===== config.mk =====
export PLATFORM = sky130hd
export DESIGN_NAME = fpu_sp_sequencer_flat
export DESIGN_NICKNAME = d
export VERILOG_FILES = /design/src/rtl/fpu_sp_pkg.sv /design/src/rtl/fpu_sp_sequencer_if.sv /design/src/rtl/fpu_sp_req_fifo.sv /design/src/rtl/fpu_sp_sequencer.sv /design/src/flat_wrapper.sv
export SDC_FILE = /design/constraint.sdc
export NUM_CORES = 1
export LEC_CHECK = 0
export BUFFER_PORTS_ARGS = -buffer_cell sky130_fd_sc_hd__buf_2
export CAP_MARGIN = 10
export CORE_AREA = 2 2 249 128
export DETAILED_ROUTE_END_ITERATION = 10
export DIE_AREA = 0 0 251 130
export GPL_TIMING_DRIVEN = 0
export PLACE_DENSITY_LB_ADDON = 0.3
export SLEW_MARGIN = 20
export SYNTH_ARGS = -nofsm -noshare
export SYNTH_HDL_FRONTEND = slang
export SYNTH_HIERARCHICAL = 1
export SYNTH_SLANG_ARGS = --single-unit

===== constraint.sdc =====
create_clock -name clk -period 8.5 [get_ports clk]
set_clock_uncertainty 0.1 [all_clocks]
set_input_delay 0.85 -clock clk [delete_from_list [all_inputs] [get_ports clk]]
set_output_delay 0.85 -clock clk [all_outputs]
set_load 0.02 [all_outputs]

===== src/rtl/fpu_sp_pkg.sv =====
// Shared opcodes, the quiet-NaN substitute and the issue-FSM state type for
// the fpu_sp issue stage.
package fpu_sp_pkg;

  localparam logic [1:0] OP_ADD = 2'b00;
  localparam logic [1:0] OP_SUB = 2'b01;
  localparam logic [1:0] OP_MUL = 2'b10;
  localparam logic [1:0] OP_DIV = 2'b11;

  // Result reported when the FPU never signals Ready.
  localparam logic [31:0] QNAN_SP = 32'h7FC0_0000;

  typedef enum logic [1:0] {
    IDLE  = 2'd0,
    ISSUE = 2'd1,
    WAIT  = 2'd2,
    DONE  = 2'd3
  } seq_state_t;

endpackage


===== src/rtl/fpu_sp_sequencer_if.sv =====
// Request and result handshakes of fpu_sp_sequencer. The master side produces
// requests and consumes results; the slave side is the sequencer.
interface fpu_sp_sequencer_if #(
  parameter int WIDTH = 32,
  parameter int TAG_W = 4
) ();

  logic             in_valid;
  logic             in_ready;
  logic [WIDTH-1:0] in_a;
  logic [WIDTH-1:0] in_b;
  logic [1:0]       in_op;
  logic [TAG_W-1:0] in_tag;

  logic             out_valid;
  logic             out_ready;
  logic [WIDTH-1:0] out_result;
  logic             out_overflow;
  logic             out_underflow;
  logic             out_timeout;
  logic [TAG_W-1:0] out_tag;

  modport master (
    output in_valid, in_a, in_b, in_op, in_tag, out_ready,
    input  in_ready, out_valid, out_result, out_overflow, out_underflow,
           out_timeout, out_tag
  );

  modport slave (
    input  in_valid, in_a, in_b, in_op, in_tag, out_ready,
    output in_ready, out_valid, out_result, out_overflow, out_underflow,
           out_timeout, out_tag
  );

endinterface


===== src/rtl/fpu_sp_req_fifo.sv =====
// Request FIFO for the fpu_sp issue stage. The head entry is copied into an
// output register on pop, so the popped request stays stable until the next
// pop regardless of later pushes.
module fpu_sp_req_fifo #(
  parameter int DW    = 70,
  parameter int DEPTH = 4
) (
  input  logic                     clk,
  input  logic                     rst,
  input  logic                     push,
  input  logic [DW-1:0]            din,
  input  logic                     pop,
  output logic [DW-1:0]            dout,
  output logic                     full,
  output logic [$clog2(DEPTH):0]   count
);

  localparam int AW = $clog2(DEPTH);

  logic [DW-1:0] mem [DEPTH];
  logic [AW-1:0] wr_ptr;
  logic [AW-1:0] rd_ptr;
  logic [AW:0]   cnt;
  logic          push_ok;
  logic          pop_ok;

  assign full    = (cnt == (AW+1)'(DEPTH));
  assign push_ok = push && !full;
  assign pop_ok  = pop && (cnt != '0);
  assign count   = cnt;

  // Storage array; no reset needed since occupancy gates every read.
  always_ff @(posedge clk) begin
    if (push_ok) mem[wr_ptr] <= din;
  end

  // Pointers, occupancy and the registered head; pointers wrap modulo DEPTH.
  always_ff @(posedge clk or posedge rst) begin
    if (rst) begin
      wr_ptr <= '0;
      rd_ptr <= '0;
      cnt    <= '0;
      dout   <= '0;
    end else begin
      if (push_ok) wr_ptr <= wr_ptr + 1'b1;
      if (pop_ok) begin
        rd_ptr <= rd_ptr + 1'b1;
        dout   <= mem[rd_ptr];
      end
      case ({push_ok, pop_ok})
        2'b10:   cnt <= cnt + 1'b1;
        2'b01:   cnt <= cnt - 1'b1;
        default: cnt <= cnt;
      endcase
    end
  end

endmodule


===== src/rtl/fpu_sp_sequencer.sv =====
// Issue stage for fpu_sp: queues requests, presents one at a time on held
// operands, waits for Ready (or times out), and hands the captured result
// downstream on a valid/ready handshake.
module fpu_sp_sequencer
  import fpu_sp_pkg::*;
#(
  parameter int WIDTH   = 32,
  parameter int DEPTH   = 4,
  parameter int TAG_W   = 4,
  parameter int TIMEOUT = 15
) (
  input  logic                     clk,
  input  logic                     rst,
  fpu_sp_sequencer_if.slave        bus,
  output logic [WIDTH-1:0]         fpu_a,
  output logic [WIDTH-1:0]         fpu_b,
  output logic [1:0]               fpu_op,
  input  logic [WIDTH-1:0]         fpu_result,
  input  logic                     fpu_ready,
  input  logic                     fpu_overflow,
  input  logic                     fpu_underflow,
  output logic                     busy,
  output logic [$clog2(DEPTH):0]   count
);

  localparam int DW = 2*WIDTH + 2 + TAG_W;
  localparam int TW = $clog2(TIMEOUT);
  localparam logic [TW-1:0] TMAX = TW'(TIMEOUT - 1);

  seq_state_t       state;
  logic [TW-1:0]    timer;
  logic [DW-1:0]    head;
  logic [TAG_W-1:0] head_tag;
  logic             fifo_full;
  logic [$clog2(DEPTH):0] fifo_cnt;
  logic             pop;
  logic             handshake;

  logic             out_valid_q;
  logic [WIDTH-1:0] out_result_q;
  logic             out_overflow_q;
  logic             out_underflow_q;
  logic             out_timeout_q;
  logic [TAG_W-1:0] out_tag_q;

  // The FIFO output register doubles as the operand register, so fpu_*
  // only move when an entry is popped, i.e. on entry to ISSUE.
  fpu_sp_req_fifo #(
    .DW    (DW),
    .DEPTH (DEPTH)
  ) u_fifo (
    .clk   (clk),
    .rst   (rst),
    .push  (bus.in_valid),
    .din   ({bus.in_a, bus.in_b, bus.in_op, bus.in_tag}),
    .pop   (pop),
    .dout  (head),
    .full  (fifo_full),
    .count (fifo_cnt)
  );

  assign {fpu_a, fpu_b, fpu_op, head_tag} = head;

  assign handshake = (state == DONE) && bus.out_ready;
  assign pop       = ((state == IDLE) || handshake) && (fifo_cnt != '0);

  assign bus.in_ready      = !fifo_full;
  assign bus.out_valid     = out_valid_q;
  assign bus.out_result    = out_result_q;
  assign bus.out_overflow  = out_overflow_q;
  assign bus.out_underflow = out_underflow_q;
  assign bus.out_timeout   = out_timeout_q;
  assign bus.out_tag       = out_tag_q;
  assign busy              = (state != IDLE);
  assign count             = fifo_cnt;

  // Issue FSM with WAIT timer and result capture; Ready beats the timeout.
  always_ff @(posedge clk or posedge rst) begin
    if (rst) begin
      state           <= IDLE;
      timer           <= '0;
      out_valid_q     <= 1'b0;
      out_result_q    <= '0;
      out_overflow_q  <= 1'b0;
      out_underflow_q <= 1'b0;
      out_timeout_q   <= 1'b0;
      out_tag_q       <= '0;
    end else begin
      case (state)
        IDLE: begin
          if (fifo_cnt != '0) state <= ISSUE;
        end
        ISSUE: begin
          timer <= '0;
          state <= WAIT;
        end
        WAIT: begin
          timer <= timer + 1'b1;
          if (fpu_ready) begin
            out_result_q    <= fpu_result;
            out_overflow_q  <= fpu_overflow;
            out_underflow_q <= fpu_underflow;
            out_timeout_q   <= 1'b0;
            out_tag_q       <= head_tag;
            out_valid_q     <= 1'b1;
            state           <= DONE;
          end else if (timer == TMAX) begin
            out_result_q    <= WIDTH'(QNAN_SP);
            out_overflow_q  <= 1'b0;
            out_underflow_q <= 1'b0;
            out_timeout_q   <= 1'b1;
            out_tag_q       <= head_tag;
            out_valid_q     <= 1'b1;
            state           <= DONE;
          end
        end
        DONE: begin
          if (bus.out_ready) begin
            out_valid_q <= 1'b0;
            state       <= (fifo_cnt != '0) ? ISSUE : IDLE;
          end
        end
        default: state <= IDLE;
      endcase
    end
  end

endmodule

===== src/flat_wrapper.sv =====
// flat-port wrapper written by rule: the top's interface ports become plain ports
module fpu_sp_sequencer_flat import fpu_sp_pkg::*;
#(
  parameter int WIDTH   = 32,
  parameter int DEPTH   = 4,
  parameter int TAG_W   = 4,
  parameter int TIMEOUT = 15
)
  (clk, rst, fpu_a, fpu_b, fpu_op, fpu_result, fpu_ready, fpu_overflow, fpu_underflow, busy, count, bus_in_valid, bus_in_a, bus_in_b, bus_in_op, bus_in_tag, bus_out_ready, bus_in_ready, bus_out_valid, bus_out_result, bus_out_overflow, bus_out_underflow, bus_out_timeout, bus_out_tag);
  fpu_sp_sequencer_if #(.WIDTH(WIDTH), .TAG_W(TAG_W)) bus_i ();
  input  logic clk;
  input  logic rst;
  output logic [WIDTH-1:0] fpu_a;
  output logic [WIDTH-1:0] fpu_b;
  output logic [1:0] fpu_op;
  input  logic [WIDTH-1:0] fpu_result;
  input  logic fpu_ready;
  input  logic fpu_overflow;
  input  logic fpu_underflow;
  output logic busy;
  output logic [$clog2(DEPTH):0] count;
  input wire logic [$bits(bus_i.in_valid)-1:0] bus_in_valid;
  input wire logic [$bits(bus_i.in_a)-1:0] bus_in_a;
  input wire logic [$bits(bus_i.in_b)-1:0] bus_in_b;
  input wire logic [$bits(bus_i.in_op)-1:0] bus_in_op;
  input wire logic [$bits(bus_i.in_tag)-1:0] bus_in_tag;
  input wire logic [$bits(bus_i.out_ready)-1:0] bus_out_ready;
  output wire logic [$bits(bus_i.in_ready)-1:0] bus_in_ready;
  output wire logic [$bits(bus_i.out_valid)-1:0] bus_out_valid;
  output wire logic [$bits(bus_i.out_result)-1:0] bus_out_result;
  output wire logic [$bits(bus_i.out_overflow)-1:0] bus_out_overflow;
  output wire logic [$bits(bus_i.out_underflow)-1:0] bus_out_underflow;
  output wire logic [$bits(bus_i.out_timeout)-1:0] bus_out_timeout;
  output wire logic [$bits(bus_i.out_tag)-1:0] bus_out_tag;
  assign bus_i.in_valid = bus_in_valid;
  assign bus_i.in_a = bus_in_a;
  assign bus_i.in_b = bus_in_b;
  assign bus_i.in_op = bus_in_op;
  assign bus_i.in_tag = bus_in_tag;
  assign bus_i.out_ready = bus_out_ready;
  assign bus_in_ready = bus_i.in_ready;
  assign bus_out_valid = bus_i.out_valid;
  assign bus_out_result = bus_i.out_result;
  assign bus_out_overflow = bus_i.out_overflow;
  assign bus_out_underflow = bus_i.out_underflow;
  assign bus_out_timeout = bus_i.out_timeout;
  assign bus_out_tag = bus_i.out_tag;
  fpu_sp_sequencer #(.WIDTH(WIDTH), .DEPTH(DEPTH), .TAG_W(TAG_W), .TIMEOUT(TIMEOUT)) u_core (.clk(clk), .rst(rst), .bus(bus_i), .fpu_a(fpu_a), .fpu_b(fpu_b), .fpu_op(fpu_op), .fpu_result(fpu_result), .fpu_ready(fpu_ready), .fpu_overflow(fpu_overflow), .fpu_underflow(fpu_underflow), .busy(busy), .count(count));
endmodule

==> results of run 1 <==
## worst register-to-register path, cell delays in order, from the launching register on
cell      delay (ps)
dfrtp_1          380
inv_1            150
ha_1             200
inv_1             60
a21oi_1          220
o31ai_4          230
inv_2            300
clkbuf_1         490
ha_1             300
inv_1             60
fa_1             370
xor2_1           150
nor2_1           120
xor2_1           140
## placed cells by master, fill, tap and decap left out, types with 2 or more instances in the layout
cell,synthesis,layout
buf_4,9,9
inv_2,1,2
clkbuf_8,0,5
xor2_1,2,2
nor3b_1,2,2
nand2_1,271,271
clkbuf_16,0,37
o21ai_0,13,13
buf_16,0,4
xnor2_1,4,4
dfrtp_1,123,123
clkinv_2,0,6
edfxtp_1,280,280
a21oi_1,4,4
a22o_1,2,2
clkinv_1,0,2
nor2b_1,11,11
ha_1,11,11
inv_1,18,16
and2_4,0,4
o22ai_1,2,2
nand3_1,27,27
clkbuf_1,22,34
inv_6,0,3
buf_1,5,5
buf_12,0,2
mux4_2,70,70
buf_2,6,225
mux2_2,5,5
## cells by family (layout without fill, tap and decap cells)
family	Yosys count	count (layout)	synth area share, %
DFF	403	403	76.2
buffers and inverters	61	352	1.79
and+or+nand+nor	320	320	8.61
xor gates and xnor gates	6	6	0.349
adders and majority gates	12	12	1.05
other	0	1	0
AOI/OAI and AO/OA	26	26	1.10
muxes	76	76	10.9
## state kept, by name (all words and copies together) (netlist names)
name                      count
u_core/u_fifo/rd_ptr          2
u_core/u_fifo/count           3
u_core/state                  2
u_core/u_fifo/dout           70
u_core/bus.out_tag            4
u_core/bus.out_underflow      1
u_core/timer                  4
u_core/bus.out_result        32
u_core/bus.out_timeout        1
u_core/bus.out_overflow       1
u_core/u_fifo/wr_ptr          2
u_core/bus.out_valid          1
u_core/u_fifo/mem           280
## worst max path at each step
stage / endpoint / slack (ps)
after global placement: u_core/u_fifo/mem[0][63] / 3630
after detailed placement: u_core/u_fifo/count[2] / 4840
after global routing: u_core/u_fifo/count[2] / 4860
final: u_core/u_fifo/count[2] / 5150
after CTS: u_core/u_fifo/count[2] / 5070
after floorplan: u_core/u_fifo/mem[0][0] / 5100
## per-layer routing
layer | GRT usage (%) | wire (µm)
met5 | 0 | 13
met4 | 4.90 | 524
met3 | 4.27 | 1670
met2 | 29.8 | 14300
met1 | 29.2 | 14900
## synth_stat cells, drive strengths merged
cell / instances
nand2b: 1
o22ai: 2
fa: 1
dfrtp: 123
mux2: 5
nor3: 1
edfxtp: 280
clkbuf: 22
o31ai: 1
nor2b: 11
o21ai: 14
ha: 11
buf: 20
a31oi: 1
xnor2: 4
xor2: 2
a222oi: 1
a22o: 2
nor2: 1
inv: 19
mux2i: 1
mux4: 70
nor3b: 2
a21oi: 4
and2: 5
nand3: 27
o311ai: 1
nand2: 271
nor4b: 1
## power by group through the flow
| stage | clock, mW | combinational (mW) | sequential, mW |
|---|---|---|---|
| 5_1_grt | 1.70 | 2.58 | 2.96 |
| 4_1_cts | 1.62 | 2.38 | 2.91 |
| 3_3_place_gp | 0 | 2.30 | 2.97 |
| 3_5_place_dp | 0 | 2.37 | 2.95 |
| 2_1_floorplan | 0 | 1.28 | 3.23 |
| 6_report | 1.58 | 2.34 | 2.91 |
## area by class of cell
type	instances	area (µm²)	area share, %
Clock inverter	12	92.6	0.515
Clock buffer	54	1040	5.78
Timing Repair Buffer	225	1250	6.93
Tap cell	408	510	2.84
Antenna cell	1	2.50	0.0139
Inverter	19	76.3	0.424
Sequential cell	403	11500	63.9
Multi-Input combinational cell	440	3330	18.5
Buffer	42	199	1.11
==> impl_results.md, run 1 <==
* Outcome: finished, final reports clean
* Synthesis-to-layout area growth at 19.3%
* Number of H-tree levels at 2
* Dpl cell area at 16800 µm²
* Unrepaired setup endpoints after global routing: no
* Final antenna-violating net count at 0
* Mean Syn Cell Area at 16.7 µm²
* FF-to-FF Start: u_core/state[0]
* CTS clk-pin slew, worst paths at 70 ps
* Internal at 4.46 mW
* Average wire per standard cell at 19.6 µm
* CP Launch Point: u_core/state[0]
* Worst Path Required at 8850 ps
* Mapped cell area at 15100 µm²
* R2r endpoint: u_core/u_fifo/count[2]
* Sw Share at 34.7%
* # fillers at 2356
* Max cap viols at 0
* Final hold violation count at 0
* Worst slew pin tran at 721 ps
* Synth area leaders: edfxtp_1, dfrtp_1, mux4_2
* Place WS at 4840 ps
* Post-Place Cells at 1537
* CP cell instances: inv_1 > ha_1 > inv_1 > a21oi_1 > o31ai_4 > inv_2 > clkbuf_1 > ha_1 > inv_1 > fa_1 > xor2_1 > nor2_1 > xor2_1
* Worst reg2reg path depth at 13
* Chip width at 251 µm
* DP HPWL at 20.7 mm
* FF-to-FF setup slack at 5150 ps
* I/O Pins at 220
* DR iter-0 viols at 592
* IO buf count at 219
* Mapped Nets at 1025
* Synth cell types at 33
* Die H at 130 µm
* Yosys top cell area share at 55.8%
* Post-layout instance count excluding filler cells at 1604
* Final Util at 58.3%
* CP peak stage delay at 480 ps
* CTS tree: yes
* Wirelength, routed at 31.4 mm
* Crit-path max FO at 10
* Critical path class: register to register
* Seq/Total Area, Yosys at 76.2%
* Power density cells at 380 nW/µm²
* WHS at 153 ps
* RD Place Congestion at 0.899
* Leak pwr at 7.31 nW
* Clk Latency, worst-skew pair at 530 ps
* Most Frequent Cell on Critical Path: inv_1
* CP top delay family: buffers and inverters
* CP arrival at 3700 ps
* Via density at 5.13
* Element type at the critical path end: register
* Number of global-route vias before repair at 8109
* Site Rows at 46
* Max-slew violation count at 0
* Sink Count at 403
* Pwr Total at 6.83 mW
* Final Instance Area at 18000 µm²
* Hold_buf cts at 0
* Post-cts gate resize count at 0
* Gr usage total at 19.6%
* Starting density of the core at 48.9%
* Max clock buf depth at 3
* Yosys reg bits at 403
* Syn Inst Count at 904
* NumNets Final at 1288
* Slew margin rel. at 52.0%
* Fin Setup TNS at 0 ps
* Reg power frac at 42.6%
* TritonCTS Buffers at 36
* Clock Root Buffer: clkbuf_16
* Part of the power in combinational logic at 34.3%
* NetSw at 2.37 mW
* Largest net degree at the start of global routing at 62
* Share of cells above drive strength 1 at 31.5%
* Buffer and inverter count on the worst path at 5
* Initial antenna violation count at 1
* Area leader, netlist: edfxtp_1
* Ys Warns at 6
* Worst Setup Start Kind: register
* VDD IR max at 0.150 mV
* First-pass GRT wire length at 47.6 mm
* Final min period at 3350 ps
* Post-CTS setup buffers at 0
* CP max-delay cell: clkbuf_1
* Crit path depth at 13
* Max Fclk at 0.299 GHz
* DRC viols at 0
* Final setup margin at 5150 ps
* Vias at 8225
* DIE AREA at 32600 µm²
* Core ar. at 30800 µm²
* Total grt overflow at 0
* Clock share of power at 23.2%
* Final setup violation count at 0
* Period utilization at 39.4%
* Hold Path Class: input port to async pin
* 1st-pass router iterations at 5
(Power assumes the default switching activity.)
==> inputs of run 2 (changes only) <==
--- a/config.mk
+++ b/config.mk
@@ -5,11 +5,12 @@
 export SDC_FILE = /design/constraint.sdc
 export NUM_CORES = 1
 export LEC_CHECK = 0
+export ABC_AREA = 1
 export BUFFER_PORTS_ARGS = -buffer_cell sky130_fd_sc_hd__buf_2
 export CAP_MARGIN = 10
-export CORE_AREA = 2 2 249 128
+export CORE_AREA = 2 2 272 140
 export DETAILED_ROUTE_END_ITERATION = 10
-export DIE_AREA = 0 0 251 130
+export DIE_AREA = 0 0 274 142
 export GPL_TIMING_DRIVEN = 0
 export PLACE_DENSITY_LB_ADDON = 0.3
 export SLEW_MARGIN = 20
==> constraint.sdc (replaced) <==
create_clock -name clk -period 3.16 [get_ports clk]
set_clock_uncertainty 0.1 [all_clocks]
set_input_delay 0.316 -clock clk [delete_from_list [all_inputs] [get_ports clk]]
set_output_delay 0.316 -clock clk [all_outputs]
set_load 0.02 [all_outputs]
==> impl_results.md, run 2 <==
* Ys Warns at 6
* DRC viols at 0
* Main synth FF type: edfxtp_1
* Max Fclk at 0.355 GHz
* Worst Path Required at 3470 ps
* Element type at the critical path end: register
* CTS tree: yes
* Sw Share at 39.6%
* Synth area leaders: edfxtp_1, dfrtp_1, nand2_1
* Clock Root Buffer: clkbuf_16
* IO buf count at 218
* Post-layout instance count excluding filler cells at 2594
* Slew margin rel. at 48.5%
* VDD IR max at 0.431 mV
* Clk Latency, worst-skew pair at 530 ps
* Final antenna-violating net count at 0
* Site Rows at 50
* Yosys reg bits at 403
* Register Area at 11500 µm²
* Max clock buf depth at 3
* NumNets Final at 2187
* Top-count cell post-synth: nand2_1
* Syn Inst Count at 1680
* Outcome: finished, final reports clean
* RD Place Congestion at 0.778
* Reg power frac at 35.5%
* Period utilization at 89.2%
* NetSw at 8.70 mW
* Crit-path max FO at 10
* Power density cells at 969 nW/µm²
* Number of global-route vias before repair at 12400
* DR iter-0 viols at 825
* Final min period at 2820 ps
* Mapped cell area at 18100 µm²
* Part of the power in combinational logic at 42.4%
* Clock share of power at 22.1%
* Max cap viols at 0
* Wirelength, routed at 43.5 mm
* Multi-input gate area at 4870 µm²
* TritonCTS Buffers at 38
* # fillers at 2932
* Mapped Nets at 1801
* Max-slew violation count at 0
* Sink Count at 403
* Area leader, netlist: edfxtp_1
* DIE AREA at 38900 µm²
* Post-synth ARST share at 30.5%
* Leading cell type in the layout, fill and taps excluded: nand2_1
* Average wire per standard cell at 16.8 µm
* Largest net degree at the start of global routing at 49
* Core ar. at 36700 µm²
* Internal at 13.3 mW
* First-pass GRT wire length at 67.6 mm
* Initial antenna violation count at 2
* Biggest register: u_core/u_fifo/mem
* Final Util at 61.8%
* I/O Pins at 220
* DP HPWL at 29.1 mm
* Synth cell types at 28
* CTS clk-pin slew, worst paths at 60 ps
* Chip width at 274 µm
* Worst Setup Start Kind: register
* Die H at 142 µm
* Final hold violation count at 0
* Post-Place Cells at 2408
* Leak pwr at 11.1 nW
* CP arrival at 3130 ps
* Starting density of the core at 49.3%
* Yosys top cell area share at 46.5%
* Critical path class: register to register
* Worst slew pin tran at 771 ps
* Max FFs per register at 280
* Final setup violation count at 0
* 1st-pass router iterations at 8
* Post-CTS setup buffers at 0
* Top post-synthesis cells by count: nand2_1, inv_1, edfxtp_1
* Number of H-tree levels at 2
* Post-synth EDFFs at 280
* Most frequent cells in the layout: nand2_1, inv_1, edfxtp_1
* Via density at 4.77
* Total grt overflow at 0
* Gr usage total at 22.7%
* Synthesis-to-layout area growth at 25.4%
* Vias at 12400
* Share of cells above drive strength 1 at 27.7%
* Hold Path Class: input port to register
* Seq/Total Area, Yosys at 63.5%
* Mean Syn Cell Area at 10.8 µm²
* Unrepaired setup endpoints after global routing: no
-- run 2: repair_timing --
item | 4_1_cts | 5_1_grt
hold endpoints to repair | 388 | 0
hold buffers | 112 | 0
gates resized for setup | 0 | 0
-- run 2: cell type report --
cell class                      instances  area share [%]
Clock inverter                         11           0.811
Antenna cell                            4          0.0442
Clock buffer                           59            5.09
Tap cell                              494            2.73
Buffer                                 74            2.56
Inverter                              312            5.21
Timing Repair Buffer                  346            11.4
Multi-Input combinational cell        891            21.5
Sequential cell                       403            50.7
-- run 2: critical path: stages, from the launching register on --
cell and delay [ps]:
dfrtp_1 420, inv_1 150, ha_1 200, inv_1 60, nand2_1 70, nand2_1 50
inv_1 60, nand2_2 70, inv_2 210, buf_2 310, ha_1 210, inv_1 70
fa_1 380, nand2_1 80, nand3_1 90, xor2_1 150
-- run 2: final timing paths --
check,cells past startpoint,to,slack (ps),start
min in group asynchronous,3,u_core/bus.out_result[23],250,rst
setup reg to reg,15,u_core/u_fifo/count[2],340,u_core/state[0]
max in group asynchronous,4,u_core/u_fifo/dout[51],1920,rst
hold / removal,5,u_core/bus.out_valid,120,bus_out_ready
setup / recovery,15,u_core/u_fifo/count[2],340,u_core/state[0]
hold reg to reg,2,u_core/u_fifo/dout[58],380,u_core/u_fifo/dout[58]
-- run 2: per-stage QoR --
stage | total power [mW] | hold slack (ps) | setup TNS, ps | instance area [µm²] | setup WS, ps
global route | 23.3 | 155 | 0 | 22700 | 95.2
global placement | 16.6 | 357 | -506180 | 19800 | -1760
finish | 22.0 | 116 | 0 | 22700 | 341
floorplan | 14.0 | 315 | -26620 | 18100 | -95.1
detailed placement | 17.0 | 236 | 0 | 20200 | 388
CTS | 22.1 | 83.2 | 0 | 22700 | 355
-- run 2: power by group through the flow --
| stage | logic (mW) | clock network (mW) | registers [mW] |
|---|---|---|---|
| after floorplan | 5.40 | 0 | 8.63 |
| after global placement | 8.64 | 0 | 7.94 |
| after detailed placement | 9.16 | 0 | 7.89 |
| after CTS | 9.33 | 4.96 | 7.80 |
| after global routing | 10.2 | 5.20 | 7.93 |
| final | 9.30 | 4.86 | 7.80 |
-- run 2: logic make-up after synthesis --
logic type	after synthesis	synth area share, %
adder cells (fa/ha/maj)	12	0.872
flip-flops	403	63.5
AO/OA/AOI/OAI	40	1.79
buffers and inverters	386	9.72
AND/OR/NAND/NOR	832	23.7
XOR/XNOR	7	0.339
-- run 2: metal layers --
metal  vias up  part of all wire [%]  global-route usage, %
met3        57                   6.4                   4.61
met1      5961                    45                   31.9
li1       5989                     -                      -
met5         -                 0.030                      0
met4         2                   1.7                   6.01
met2       368                    47                   36.3
==> inputs of run 3 (changes only) <==
--- a/config.mk
+++ b/config.mk
@@ -5,12 +5,11 @@
 export SDC_FILE = /design/constraint.sdc
 export NUM_CORES = 1
 export LEC_CHECK = 0
-export ABC_AREA = 1
 export BUFFER_PORTS_ARGS = -buffer_cell sky130_fd_sc_hd__buf_2
 export CAP_MARGIN = 10
-export CORE_AREA = 2 2 272 140
+export CORE_AREA = 2 2 249 128
 export DETAILED_ROUTE_END_ITERATION = 10
-export DIE_AREA = 0 0 274 142
+export DIE_AREA = 0 0 251 130
 export GPL_TIMING_DRIVEN = 0
 export PLACE_DENSITY_LB_ADDON = 0.3
 export SLEW_MARGIN = 20
==> constraint.sdc (replaced) <==
create_clock -name clk -period 2.4 [get_ports clk]
set_clock_uncertainty 0.1 [all_clocks]
set_input_delay 0.24 -clock clk [delete_from_list [all_inputs] [get_ports clk]]
set_output_delay 0.24 -clock clk [all_outputs]
set_load 0.02 [all_outputs]
==> impl_results.md, run 3 (synthesis results as in run 1) <==
* Synthesis-to-layout area growth at 27.6%
* Max FFs per register at 280
* Element type at the critical path end: register
* Final setup violation count at 0
* Crit-path max FO at 4
* Leading cell type in the layout, fill and taps excluded: edfxtp_1
* Met3 Use GR at 3.91%
* RD Place Congestion at 0.736
* DR iter-0 viols at 686
* Hold Path Class: input port to register
* Final min period at 2270 ps
* DP HPWL at 20.5 mm
* Vias at 8812
* Average wire per standard cell at 19.4 µm
* Clock Root Buffer: clkbuf_16
* Max Fclk at 0.441 GHz
* Largest net degree at the start of global routing at 47
* Die H at 130 µm
* Final Util at 62.4%
* Gr usage total at 20.5%
* CP cell instances: inv_2 > ha_4 > inv_2 > a21oi_4 > o31ai_4 > inv_4 > ha_4 > inv_1 > fa_2 > xor2_1 > nor2_1 > xor2_1
* VDD IR max at 0.592 mV
* Clk Latency, worst-skew pair at 520 ps
* Worst Path Required at 2740 ps
* Chip width at 251 µm
* Leak pwr at 7.85 nW
* CP arrival at 2600 ps
* Total grt overflow at 0
* Period utilization at 94.4%
* Sink Count at 403
* Site Rows at 46
* TritonCTS Buffers at 36
* Starting density of the core at 48.9%
* Critical path class: register to register
* First-pass GRT wire length at 50.7 mm
* CTS clk-pin slew, worst paths at 70 ps
* Wirelength, routed at 33.3 mm
* Via density at 5.14
* Worst slew pin tran at 737 ps
* GR peak layer: met2
* Final hold violation count at 0
* Biggest register: u_core/u_fifo/mem
* Unrepaired setup endpoints after global routing: no
* Worst Setup Start Kind: register
* Power density cells at 1300 nW/µm²
* Share of cells above drive strength 1 at 31.4%
* Max-slew violation count at 0
* I/O Pins at 220
* CP peak stage delay at 440 ps
* Max clock buf depth at 3
* CTS tree: yes
* Met1 Use GR at 31.0%
* Place WS at -516 ps
* IO buf count at 219
* DIE AREA at 32600 µm²
* Core ar. at 30800 µm²
* CP max-delay cell: dfrtp_2
* Initial antenna violation count at 2
* 1st-pass router iterations at 5
* Met2 usage at 31.7%
* Final antenna-violating net count at 0
* Most frequent cells in the layout: edfxtp_1, nand2_1, buf_2
* Number of H-tree levels at 2
* Max cap viols at 0
* NumNets Final at 1399
* Outcome: finished, final reports clean
* Number of global-route vias before repair at 8701
* Final setup margin at 135 ps
* Slew margin rel. at 50.9%
* DRC viols at 0
## run 3: cell count changes in the layout (fill, tap and decap cells not counted), sizes merged, moves of 11 or more
cell,delta
nand2,-391
inv,-290
nand3,-124
mux4,+70
buf,-54
o21ai,-25
nor2,-17
nor2b,+11
## run 3: routing by layer
layer  vias to the layer above  share of wire, %
met5                         -                 0
met4                         0               1.4
met3                        39               5.3
met2                       233                46
met1                      4496                47
li1                       4044                 -
## run 3: area by class of cell
type	instances	area [µm²]
clock buffer	48	1010
clock inverter	18	204
buffer	41	206
inverter	19	76.3
sequential	403	11500
multi-input combinational	441	3400
fill	2201	11600
antenna	1	2.50
timing repair buffer	336	2330
tap	408	510
## run 3: repair_timing
item,CTS,global route
gates resized for setup,6,20
gates cloned,1,0
setup endpoints to repair,181,179
setup buffers,6,0
pin swaps,2,3
hold buffers,105,0
hold endpoints to repair,399,0
## run 3: stage by stage
step	area [µm²]	instances	setup TNS, ps	hold WS (ps)	power (mW)
4_1_cts	19200	1714	0	18.0	25.2
5_1_grt	19200	1715	0	36.9	26.5
3_3_place_gp	16700	1531	-337280	345	18.6
2_1_floorplan	15100	904	-23790	239	16.0
3_5_place_dp	16900	1537	-13600	159	18.9
6_report	19200	1715	0	36.0	25.0
## run 3: path summary, 6_finish.rpt
check / start / end / slack [ps] / cells after the start
max: u_core/state[1] / u_core/u_fifo/count[2] / 130 / 12
min: bus_out_ready / u_core/bus.out_valid / 40 / 4
max reg2reg: u_core/state[1] / u_core/u_fifo/count[2] / 130 / 12
min reg2reg: u_core/bus.out_result[14] / u_core/bus.out_result[14] / 360 / 2
max in group asynchronous: rst / u_core/u_fifo/dout[8] / 1260 / 4
min in group asynchronous: rst / u_core/bus.out_result[9] / 180 / 3
## run 3: worst max-delay path: cells and delay by family, from the launching register on
kind,cells,cell delay (ps)
AO/OA/AOI/OAI,2,300
flip-flops,1,440
XOR/XNOR,2,300
adder cells (fa/ha/maj),3,620
buffers and inverters,4,330
AND/OR/NAND/NOR,1,110
## run 3: power breakdown
group	total (mW)	internal (mW)	switching, mW
combinational	8.80	3.39	5.41
clock	5.92	3.42	2.50
sequential	10.3	9.55	0.757
